==> config.mk <==
export PLATFORM = sky130hd
export DESIGN_NAME = ps2_host_tx
export DESIGN_NICKNAME = d
export VERILOG_FILES = /design/src/rtl/ps2_pkg.sv /design/src/rtl/ps2_sync_edge.sv /design/src/rtl/ps2_host_tx.sv
export SDC_FILE = /design/constraint.sdc
export NUM_CORES = 1
export LEC_CHECK = 0
export ABC_AREA = 1
export CAP_MARGIN = 10
export CORE_UTILIZATION = 60
export CTS_BUF_LIST = sky130_fd_sc_hd__clkbuf_4
export CTS_CLUSTER_SIZE = 14
export DETAILED_ROUTE_END_ITERATION = 12
export PLACE_DENSITY = 0.88
export SLEW_MARGIN = 25
export SYNTH_ARGS = -nofsm -noshare
export SYNTH_HDL_FRONTEND = slang
export SYNTH_HIERARCHICAL = 1
export SYNTH_SLANG_ARGS = --single-unit
==> constraint.sdc <==
create_clock -name clock -period 4.1 [get_ports clock]
set_input_delay 1.025 -clock clock [delete_from_list [all_inputs] [get_ports clock]]
set_output_delay 1.025 -clock clock [all_outputs]
set_load 0.02 [all_outputs]
==> src/rtl/ps2_pkg.sv <==
// Shared PS/2 definitions: host-transmit FSM states and the keyboard command
// and response bytes used by both the host transmitter and the receiver.
package ps2_pkg;

  typedef enum logic [2:0] {
    IDLE,
    INHIBIT,
    START,
    SHIFT,
    ACK,
    WAIT_IDLE
  } state_t;

  localparam logic [7:0] CMD_SET_LEDS = 8'hED;
  localparam logic [7:0] CMD_RESET    = 8'hFF;
  localparam logic [7:0] CMD_ECHO     = 8'hEE;

  localparam logic [7:0] RESP_ACK     = 8'hFA;
  localparam logic [7:0] RESP_RESEND  = 8'hFE;

  // PS/2 uses odd parity: the parity bit makes the total count of ones odd.
  function automatic logic odd_parity(input logic [7:0] data);
    return ~^data;
  endfunction

endpackage

==> src/rtl/ps2_sync_edge.sv <==
// Two-flop synchronizer with falling-edge detect for one open-drain PS/2 line.
// The flops reset to 1 because an idle, released PS/2 line is pulled high.
module ps2_sync_edge (
  input  logic clock,
  input  logic reset_L,
  input  logic pin,
  output logic sync,
  output logic fall
);

  logic meta;
  logic sync_prev;

  // NOTE: registered state uses non-blocking assignments so every flop samples
  // the pre-edge values; blocking here would collapse the synchronizer chain.
  always_ff @(posedge clock or negedge reset_L) begin
    if (!reset_L) begin
      meta      <= 1'b1;
      sync      <= 1'b1;
      sync_prev <= 1'b1;
    end else begin
      meta      <= pin;
      sync      <= meta;
      sync_prev <= sync;
    end
  end

  assign fall = sync_prev & ~sync;

endmodule

==> src/rtl/ps2_host_tx.sv <==
// PS/2 host-to-device transmitter: requests the bus, clocks one command byte
// out on device-generated clock edges and reports the device acknowledge.
module ps2_host_tx
  import ps2_pkg::*;
#(
  parameter int INHIBIT_CYCLES = 5000,
  parameter int TIMEOUT_CYCLES = 750000
) (
  input  logic       clock,
  input  logic       reset_L,
  input  logic [7:0] tx_data,
  input  logic       tx_valid,
  output logic       tx_ready,
  input  logic       ps2_clk_in,
  input  logic       ps2_data_in,
  output logic       ps2_clk_oe,
  output logic       ps2_data_oe,
  output logic       done,
  output logic       ack_ok,
  output logic       err_timeout
);

  localparam int INH_W = $clog2(INHIBIT_CYCLES + 1);
  localparam int TO_W  = $clog2(TIMEOUT_CYCLES + 1);
  localparam logic [INH_W-1:0] INH_LAST = INH_W'(INHIBIT_CYCLES - 1);
  localparam logic [TO_W-1:0]  TO_LIMIT = TO_W'(TIMEOUT_CYCLES);
  localparam logic [3:0]       STOP_EDGE_IDX = 4'd9;

  state_t           state;
  state_t           state_next;
  logic [8:0]       shreg;
  logic [3:0]       edge_cnt;
  logic [INH_W-1:0] inh_cnt;
  logic [TO_W-1:0]  to_cnt;
  logic             drive_low;
  logic             acked;
  logic             clk_sync;
  logic             clk_fall;
  logic             data_sync;
  logic             data_fall_unused;
  logic             timing;
  logic             timed_out;

  ps2_sync_edge u_clk_sync (
    .clock   (clock),
    .reset_L (reset_L),
    .pin     (ps2_clk_in),
    .sync    (clk_sync),
    .fall    (clk_fall)
  );

  ps2_sync_edge u_data_sync (
    .clock   (clock),
    .reset_L (reset_L),
    .pin     (ps2_data_in),
    .sync    (data_sync),
    .fall    (data_fall_unused)
  );

  // The watchdog covers everything after the clock line is handed to the device.
  assign timing    = (state == SHIFT) || (state == ACK) || (state == WAIT_IDLE);
  assign timed_out = timing && (to_cnt == TO_LIMIT);

  always_ff @(posedge clock or negedge reset_L) begin
    if (!reset_L) state <= IDLE;
    else          state <= state_next;
  end

  always_ff @(posedge clock or negedge reset_L) begin
    if (!reset_L) begin
      shreg     <= '0;
      edge_cnt  <= '0;
      inh_cnt   <= '0;
      to_cnt    <= '0;
      drive_low <= 1'b0;
      acked     <= 1'b0;
    end else begin
      case (state)
        IDLE: begin
          if (tx_valid) shreg <= {odd_parity(tx_data), tx_data};
          inh_cnt <= '0;
        end
        INHIBIT: if (inh_cnt != INH_LAST) inh_cnt <= inh_cnt + 1'b1;
        START: begin
          drive_low <= 1'b1;  // start bit stays on the line until the first falling edge
          edge_cnt  <= '0;
          to_cnt    <= '0;
          acked     <= 1'b0;
        end
        SHIFT: begin
          if (clk_fall) begin
            edge_cnt <= edge_cnt + 1'b1;
            if (edge_cnt == STOP_EDGE_IDX) begin
              drive_low <= 1'b0;
            end else begin
              drive_low <= ~shreg[0];
              shreg     <= {1'b0, shreg[8:1]};
            end
          end
        end
        ACK: if (clk_fall) acked <= ~data_sync;
        default: ;
      endcase
      if (timing && (to_cnt != TO_LIMIT)) to_cnt <= to_cnt + 1'b1;
    end
  end

  // NOTE: each combinational block assigns a default to every output first,
  // so no path through the case leaves a signal unassigned (no latch).
  always_comb begin
    state_next = state;
    case (state)
      IDLE:      if (tx_valid) state_next = INHIBIT;
      INHIBIT:   if (inh_cnt == INH_LAST) state_next = START;
      START:     state_next = SHIFT;
      SHIFT:     if (clk_fall && (edge_cnt == STOP_EDGE_IDX)) state_next = ACK;
      ACK:       if (clk_fall) state_next = WAIT_IDLE;
      WAIT_IDLE: if (clk_sync && data_sync) state_next = IDLE;
      default:   state_next = IDLE;
    endcase
    if (timed_out) state_next = IDLE;
  end

  always_comb begin
    tx_ready    = (state == IDLE);
    ps2_clk_oe  = (state == INHIBIT) || (state == START);
    ps2_data_oe = (state == START) || ((state == SHIFT) && drive_low && !timed_out);
    done        = timed_out || ((state == WAIT_IDLE) && clk_sync && data_sync);
    ack_ok      = done && !timed_out && acked;
    err_timeout = timed_out;
  end

endmodule

# Word-level counts from Yosys, hierarchy flattened
# Cells that the tools add are included.
# W data, S select, Z words.
# word_totals
ff_bits,56
latchBits,0
ramBits,0
romBits,0
in_bits,13
output_inout_bits,6
word_cells,89
mem_count,0
# classes
n_addsub,3
n_mul,0
n_div,0
n_lt_le_gt_ge,0
n_eq_ne,20
shifts,0
n_mux,22
bitwise,4
n_reduce_logical,28
# op_table
op,n
$mux W20,2
$mux W9,3
$pmux W13 S2,1
$add A20 B1 Y20 const B,1
$eq A20 B20 Y1 const B,1
$ne A20 B20 Y1 const B,1
$mux W3,6
$pmux W3 S6,1
$pmux W9 S2,1
$add A13 B1 Y13 const B,1
$eq A13 B13 Y1 const B,1
$mux W13,1
$ne A13 B13 Y1 const B,1
$logic_and A1 B1 Y1,10
$ne A2 B2 Y1 const B,5
$reduce_bool A2 Y1,5
$ne A3 B2 Y1 const B,3
$pmux W4 S2,1
$reduce_xnor A8 Y1,1
$eq A3 B2 Y1 const B,2
$eq A3 B3 Y1 const B,2
$ne A3 B3 Y1 const B,2
$reduce_and A2 Y1,3
$logic_or A1 B1 Y1,5
12 further kinds,17

# Depth between registers and ports, before layout
# Gate-level depths: netlist of the first run.
# depth
ltp_word,7
mapped_depth,12

# Cells and area by module
# The synthesis of the first run kept the hierarchy.
# by_module_without_submodules
module,instances,cells_per_inst,area_per_inst_um2,seq_area_each_um2
ps2_host_tx,1,453,3305.7,1276.2
ps2_sync_edge,2,5,88.8,78.8

# Worst setup path after synthesis of the first run
# Ideal clock, no wire load.
# synth_timing
path_type,reg2out
start,register to_cnt[0]
end,output port ack_ok
arrival_ns,1.550
required_ns,3.075
setup_slack_ns,1.525
path_stages_with_launch,10
path_cell_list,dfrtp_1 > inv_1 > ha_1 > nand2_1 > inv_1 > nand2_1 > nor2_1 > nand3_1 > nor2_1 > nor3_1
# synth_between
elab_chain_cells,5
elab_cells_between_ends,6
classes_between,1 x eq/ne; 5 x reduce/logical
# synth_lines
element,line,rtl
from (decl),ps2_host_tx.sv:34,logic [TO_W-1:0] to_cnt;
from (signal assigned),ps2_host_tx.sv:104,if (timing && (to_cnt != TO_LIMIT)) to_cnt <= to_cnt + 1'b1;
$eq A20 B20 Y1 (*),ps2_host_tx.sv:62,assign timed_out = timing && (to_cnt == TO_LIMIT);
$logic_and A1 B1 Y1 (*),ps2_host_tx.sv:62,
net err_timeout,ps2_host_tx.sv:20,output logic err_timeout
$logic_or A1 B1 Y1 / $logic_not A1 Y1 (equally long branches),"ps2_host_tx.sv:128, ps2_host_tx.sv:129",
$logic_and A1 B1 Y1 (*) (2 in series),ps2_host_tx.sv:129,ack_ok = done && !timed_out && acked;
to (decl),ps2_host_tx.sv:19,"output logic ack_ok,"
# Mark *: on every way through the listed nets, which the timed path passes. The rest lies on a longest branch.

# Worst setup path in the final report of the first run
# layout_timing
start,register state[2]
end,output port err_timeout
# layout_between
elab_chain_cells,4
elab_cells_between_ends,6
classes_between,3 x eq/ne; 3 x reduce/logical
# layout_lines
element,line,rtl
from (decl),ps2_host_tx.sv:29,state_t state;
from (signal assigned),ps2_host_tx.sv:66,else state <= state_next;
$eq A3 B2 Y1 / $eq A3 B3 Y1 (equally long branches),ps2_host_tx.sv:61,assign timing = (state == SHIFT) || (state == ACK) || (state == WAIT_IDLE);
$logic_or A1 B1 Y1,ps2_host_tx.sv:61,
$logic_or A1 B1 Y1 (*),ps2_host_tx.sv:61,
$logic_and A1 B1 Y1 (*),ps2_host_tx.sv:62,
to (decl),ps2_host_tx.sv:20,
# Every way passes the cells marked *; elsewhere a longest branch is shown, timed or not.

==> results of run 1 <==
[worst max-delay path: cells and delay by family, from the launching register on]
family / cells / cell delay, ns
buffers and inverters: 4 / 0.85
DFF: 1 / 0.49
and+or+nand+nor: 4 / 0.67
[sequential cells by signal, indices dropped and copies added, names as in the netlist]
signal,flops
inh_cnt,13
u_data_sync/meta,1
u_data_sync/sync,1
state,3
shreg,9
to_cnt,20
u_clk_sync/sync_prev,1
u_clk_sync/sync,1
u_clk_sync/meta,1
acked,1
edge_cnt,4
drive_low,1
[routing by layer]
layer | share of wire [%] | GRT usage (%)
met1 | 47 | 35.63
met2 | 47 | 43.36
met3 | 4.7 | 4.353
met4 | 1.4 | 7.547
met5 | 0 | 0
[stage by stage]
step | power, mW | area [um2]
global route | 1.899 | 3717
global placement | 1.500 | 3661
CTS | 1.778 | 3717
detailed placement | 1.528 | 3661
floorplan | 1.366 | 3447
finish | 1.772 | 3717
[cell usage in the layout (no fill, tap or decap), drive strengths merged]
cell type,n
a21oi,2
a31oi,8
buf,2
clkbuf,6
clkdlybuf4s50,17
clkinv,2
clkinvlp,1
dfrtp,51
dfstp,5
ha,5
inv,54
mux2i,1
nand2,133
nand3,45
nand3b,1
nand4,14
nor2,66
nor3,8
o211ai,1
o21ai,27
o21bai,1
o22ai,9
o31ai,1
or2,1
xnor2,6
xor2,13
[final timing paths]
kind	startpoint	end	slack, ns	depth (start not counted)
setup / recovery	state[2]$_DFFE_PN0P_	err_timeout	0.68	8
hold / removal	u_data_sync/meta$_DFF_PN1_	u_data_sync/sync$_DFF_PN1_	0.37	0
setup reg to reg	state[2]$_DFFE_PN0P_	to_cnt[10]$_DFFE_PN0P_	2.05	10
hold reg to reg	u_data_sync/meta$_DFF_PN1_	u_data_sync/sync$_DFF_PN1_	0.37	0
max in group asynchronous	reset_L	to_cnt[9]$_DFFE_PN0P_	2.58	2
min in group asynchronous	reset_L	inh_cnt[12]$_DFFE_PN0P_	0.72	1
[where the power goes]
part / switching [mW] / total, mW / internal [mW]
Sequential: 0.101 / 0.761 / 0.660
Clock: 0.173 / 0.246 / 0.0724
Combinational: 0.521 / 0.766 / 0.245
Total: 0.795 / 1.77 / 0.977
[final cells by class]
type	instances	area share, %
multi-input cells	342	47.39
flip-flops and latches	56	37.87
inverters	55	5.890
repair buffers	19	4.914
well taps	72	2.423
clock buffers	6	1.212
clock inverters	2	0.3029
==> impl_metrics.toml, run 1 <==
[layout]
fin_nets = 497
drive_above_1_share_pct = 10.63
nFillCells = 453
n_antenna_cell = 0
multi_input_area_um2 = 1762
fin_cells = 552
final-seq-area_um2 = 1408
syn_to_final_growth_pct = 7.840
final_util_pct = 67.51

[clock_tree]
clk_latency_ns = 0.38
cts_inserted_buffers = 5
cts_tree = "built"
numClockSinks = 56
post_cts.repair.setup_buffers = 0
htree_levels = 2
cts_resized = 0
cts.clk_slew.worst_paths_ns = 0.16
clk_path_buf_depth = 2
ctsRootBufferMaster = "clkbuf_4"
cts_hold_buf = 0

[routing]
drtIter0Drc = 261
firstDrtPassIters = 5
via_count = 3067
drc = 0
via_per_inst = 5.556
drt_wl_total_mm = 7.254
drtAntennaViolNets = 0
drt-wirelength-per-cell_um = 13.14

[timing]
grt_setup_unrepaired = "no"
worst_slew_pin_slew_ns = 0.8603
fin_ws_ns = 0.6835
hold_viol_final = 0
slew_violations = 0
skew_ns = 0.01485
max_freq_mhz = 292.7
maxSlewHeadroom_pct = 42.65
worst_hold_slack_ns = 0.3669
setup_viol = 0
setup_tns_ns = 0
finalCritPeriodShare_pct = 83.33
period_needed_ns = 3.416

[power]
total_leakage_power_nw = 1.624
power_density_nw_per_um2 = 476.7
vdd_drop_max_mv = 0.4423

[die]
die_h_um = 77.80
fp.dieArea_um2 = 6052
die_w_um = 77.80
core_area_um2 = 5507
start_util_pct = 62.60
pin_count = 19
rows = 27

[setup_path]
crit_top_cell = "inv_2"
critPathMaxStageDelay_ns = 0.63
worst-path-max-fanout = 11
required_ns = 3.07
cp-end-kind = "output pin"
crit_type = "register to output pin"
path_cells = "inv_2 > nand3_2 > nand2_1 > inv_2 > nand2_4 > inv_2 > nor2_1 > clkdlybuf4s50_1"
start_kind = "register"
arrival_ns = 2.39
slowest_stage = "clkdlybuf4s50_1"

[place]
dp_cells = 544
portBuffers = 18
gp_congestion = 0.9502
place_ws_ns = 1.121
place_hpwl_mm = 5.346

[yosys]
syn_area_per_cell_um2 = 7.494
synth_nets = 478
synthCells = 460
syn_area_um2 = 3447
yosysWarnings = 6

[global_route]
grt_max_degree = 40
grt-ovfl-total = 0
grt_usage_pct = 26.29
first_global_vias = 2817
grt_pass1_wl_mm = 12.54
antenna_found_initial = 0

[flow_run]
cap_viol_max_count = 0

[status]
outcome = "complete, no violations"

[hold_path]
hold_path_class = "register to register"
Power figures use the tool's default switching activity.
==> run 2: changes to the inputs <==
==> constraint.sdc (replaced) <==
create_clock -name clock -period 3.5 [get_ports clock]
set_input_delay 0.875 -clock clock [delete_from_list [all_inputs] [get_ports clock]]
set_output_delay 0.875 -clock clock [all_outputs]
set_load 0.02 [all_outputs]
==> run 2 against run 1 <==
Compared with the run above:
- non-clock buffer count is the same
- global-route usage shrank 0.45 points
- die area is the same
- highest routed layer unchanged
- critical endpoint is now ps2_data_oe
- largest power group unchanged
- register-to-register slack lost 0.58 ns
- via count grew 0.33%
- sequential cell count is the same
==> impl_metrics.toml, run 2 (same netlist as run 1, synthesis figures left out) <==
[clock_tree]
post_cts.repair.setup_buffers = 0
cts.clk_slew.worst_paths_ns = 0.15
cts_hold_buf = 0
numClockSinks = 56
clk_latency_ns = 0.39
cts_inserted_buffers = 5
clk_path_buf_depth = 2
cts_resized = 0
cts_tree = "built"
htree_levels = 2
ctsRootBufferMaster = "clkbuf_4"

[layout]
fin_nets = 497
syn_to_final_growth_pct = 7.877
fin_cells = 552
final_cell_mix = "125 x nand2_1, 60 x nor2_1, 51 x dfrtp_1"
drive_above_1_share_pct = 10.83
regMostFlops = "to_cnt"
final_common_cell = "nand2_1"
largest_register_ff_count = 20
stdcell_area_um2 = 3719
top_regs = "to_cnt x20, inh_cnt x13, shreg x9"
n_antenna_cell = 0

[setup_path]
reg2reg_from = "state[2]$_DFFE_PN0P_"
r2r_cells = 10
crit_type = "register to output pin"
r2r_slack_ns = 1.47
worst-path-max-fanout = 5
r2r-end = "to_cnt[10]$_DFFE_PN0P_"
required_ns = 2.62
cp-end-kind = "output pin"
start_kind = "register"
arrival_ns = 2.40

[power]
vdd_drop_max_mv = 0.4678
share_comb_of_total_power_pct = 43.0
total_leakage_power_nw = 1.631
internal_power_mw = 1.154
power_density_nw_per_um2 = 559.4
p_sw_uw = 926.4
pwr-share-clk_pct = 14.2
power_mw = 2.080
switching_share_pct = 44.53
power_frac_seq_pct = 42.8

[die]
die_h_um = 77.80
start_util_pct = 62.60
rows = 27
core_area_um2 = 5507
fp.dieArea_um2 = 6052
die_w_um = 77.80
pin_count = 19

[place]
placed_cell_area_um2 = 3661
gp_congestion = 0.9541
dp_cells = 544
portBuffers = 18
place_hpwl_mm = 5.323

[hold_path]
hold_depth = 0
hold_path_class = "register to register"
hold_end = "u_data_sync/sync$_DFF_PN1_"
hp-start = "u_data_sync/meta$_DFF_PN1_"

[timing]
hold_viol_final = 0
slew_violations = 0
grt_setup_unrepaired = "no"
maxSlewHeadroom_pct = 63.12
skew_ns = 0.01464
worst_slew_pin_slew_ns = 0.5526
setup_viol = 0
max_freq_mhz = 305.0
period_needed_ns = 3.278
finalCritPeriodShare_pct = 93.66
setup_tns_ns = 0

[routing]
wl_met3_um = 345
via_per_inst = 5.574
via_count = 3077
drtAntennaViolNets = 0
drt-wirelength-per-cell_um = 12.93
drc = 0
wl_met1_mm = 3.401
drt_wl_total_mm = 7.135
wl_met2_mm = 3.252
firstDrtPassIters = 4
routed.top_layer = "met4"
drtIter0Drc = 180

[global_route]
grt_pass1_wl_mm = 12.36
grt_max_degree = 36
antenna_found_initial = 0
grt_usage_pct = 25.84
first_global_vias = 2835
grt-ovfl-total = 0

[flow_run]
cap_viol_max_count = 0

[status]
outcome = "complete, no violations"
## run 2: cell types whose count changed in the layout (fill, tap and decap cells not counted)
| cell | previous run | this run |
|---|---|---|
| clkinv_1 | 1 | 0 |
| clkbuf_4 | 6 | 7 |
| clkinvlp_4 | 1 | 0 |
| clkinv_2 | 0 | 1 |
## run 2: critical path, stage by stage (launching register included)
cell	delay [ns]
dfrtp_1	0.44
inv_1	0.12
ha_1	0.22
nand2_1	0.08
nor2_1	0.06
nand3_1	0.07
nor2_1	0.08
o31ai_1	0.28
clkdlybuf4s50_1	0.67
## run 2: cell type report
cell class                      instances  area [um2]
Clock buffer                            7       52.55
Clock inverter                          1       5.005
Fill cell                             448        1788
Inverter                               55       219.0
Multi-Input combinational cell        342        1762
Sequential cell                        56        1408
Tap cell                               72       90.09
Timing Repair Buffer                   19       182.7
## run 2: power groups by stage
stage	sequential (mW)	clock [mW]	combinational, mW
finish	0.889	0.296	0.895
CTS	0.887	0.307	0.896
global route	0.908	0.321	0.999
floorplan	0.867	0	0.733
detailed placement	0.898	0	0.892
global placement	0.892	0	0.864
## run 2: worst max path at each step
stage / depth (start not counted) / startpoint / endpoint / slack (ns)
2_1_floorplan: 9 / to_cnt[0]$_DFFE_PN0P_ / ack_ok / 1.07
3_3_place_gp: 8 / state[2]$_DFFE_PN0P_ / err_timeout / 0.76
3_5_place_dp: 9 / state[2]$_DFFE_PN0P_ / ack_ok / 0.70
4_1_cts: 9 / state[2]$_DFFE_PN0P_ / ack_ok / 0.23
5_1_grt: 8 / to_cnt[0]$_DFFE_PN0P_ / ps2_data_oe / 0.06
6_report: 8 / to_cnt[0]$_DFFE_PN0P_ / ps2_data_oe / 0.22
## run 2: routing by layer
| layer | vias up | GRT usage, % |
|---|---|---|
| met5 | - | 0 |
| met3 | 17 | 4.471 |
| met2 | 93 | 41.15 |
| li1 | 1526 | - |
| met1 | 1441 | 35.24 |
| met4 | 0 | 9.623 |
## run 2: stage by stage
step,utilization [%],worst slack (ns),hold slack (ns)
6_report,67.53,0.2218,0.3664
5_1_grt,67.53,0.06141,0.3737
4_1_cts,67.53,0.2256,0.3685
3_5_place_dp,66.48,0.6994,0.3479
3_3_place_gp,66.48,0.7627,0.3478
2_1_floorplan,-,1.075,0.3452
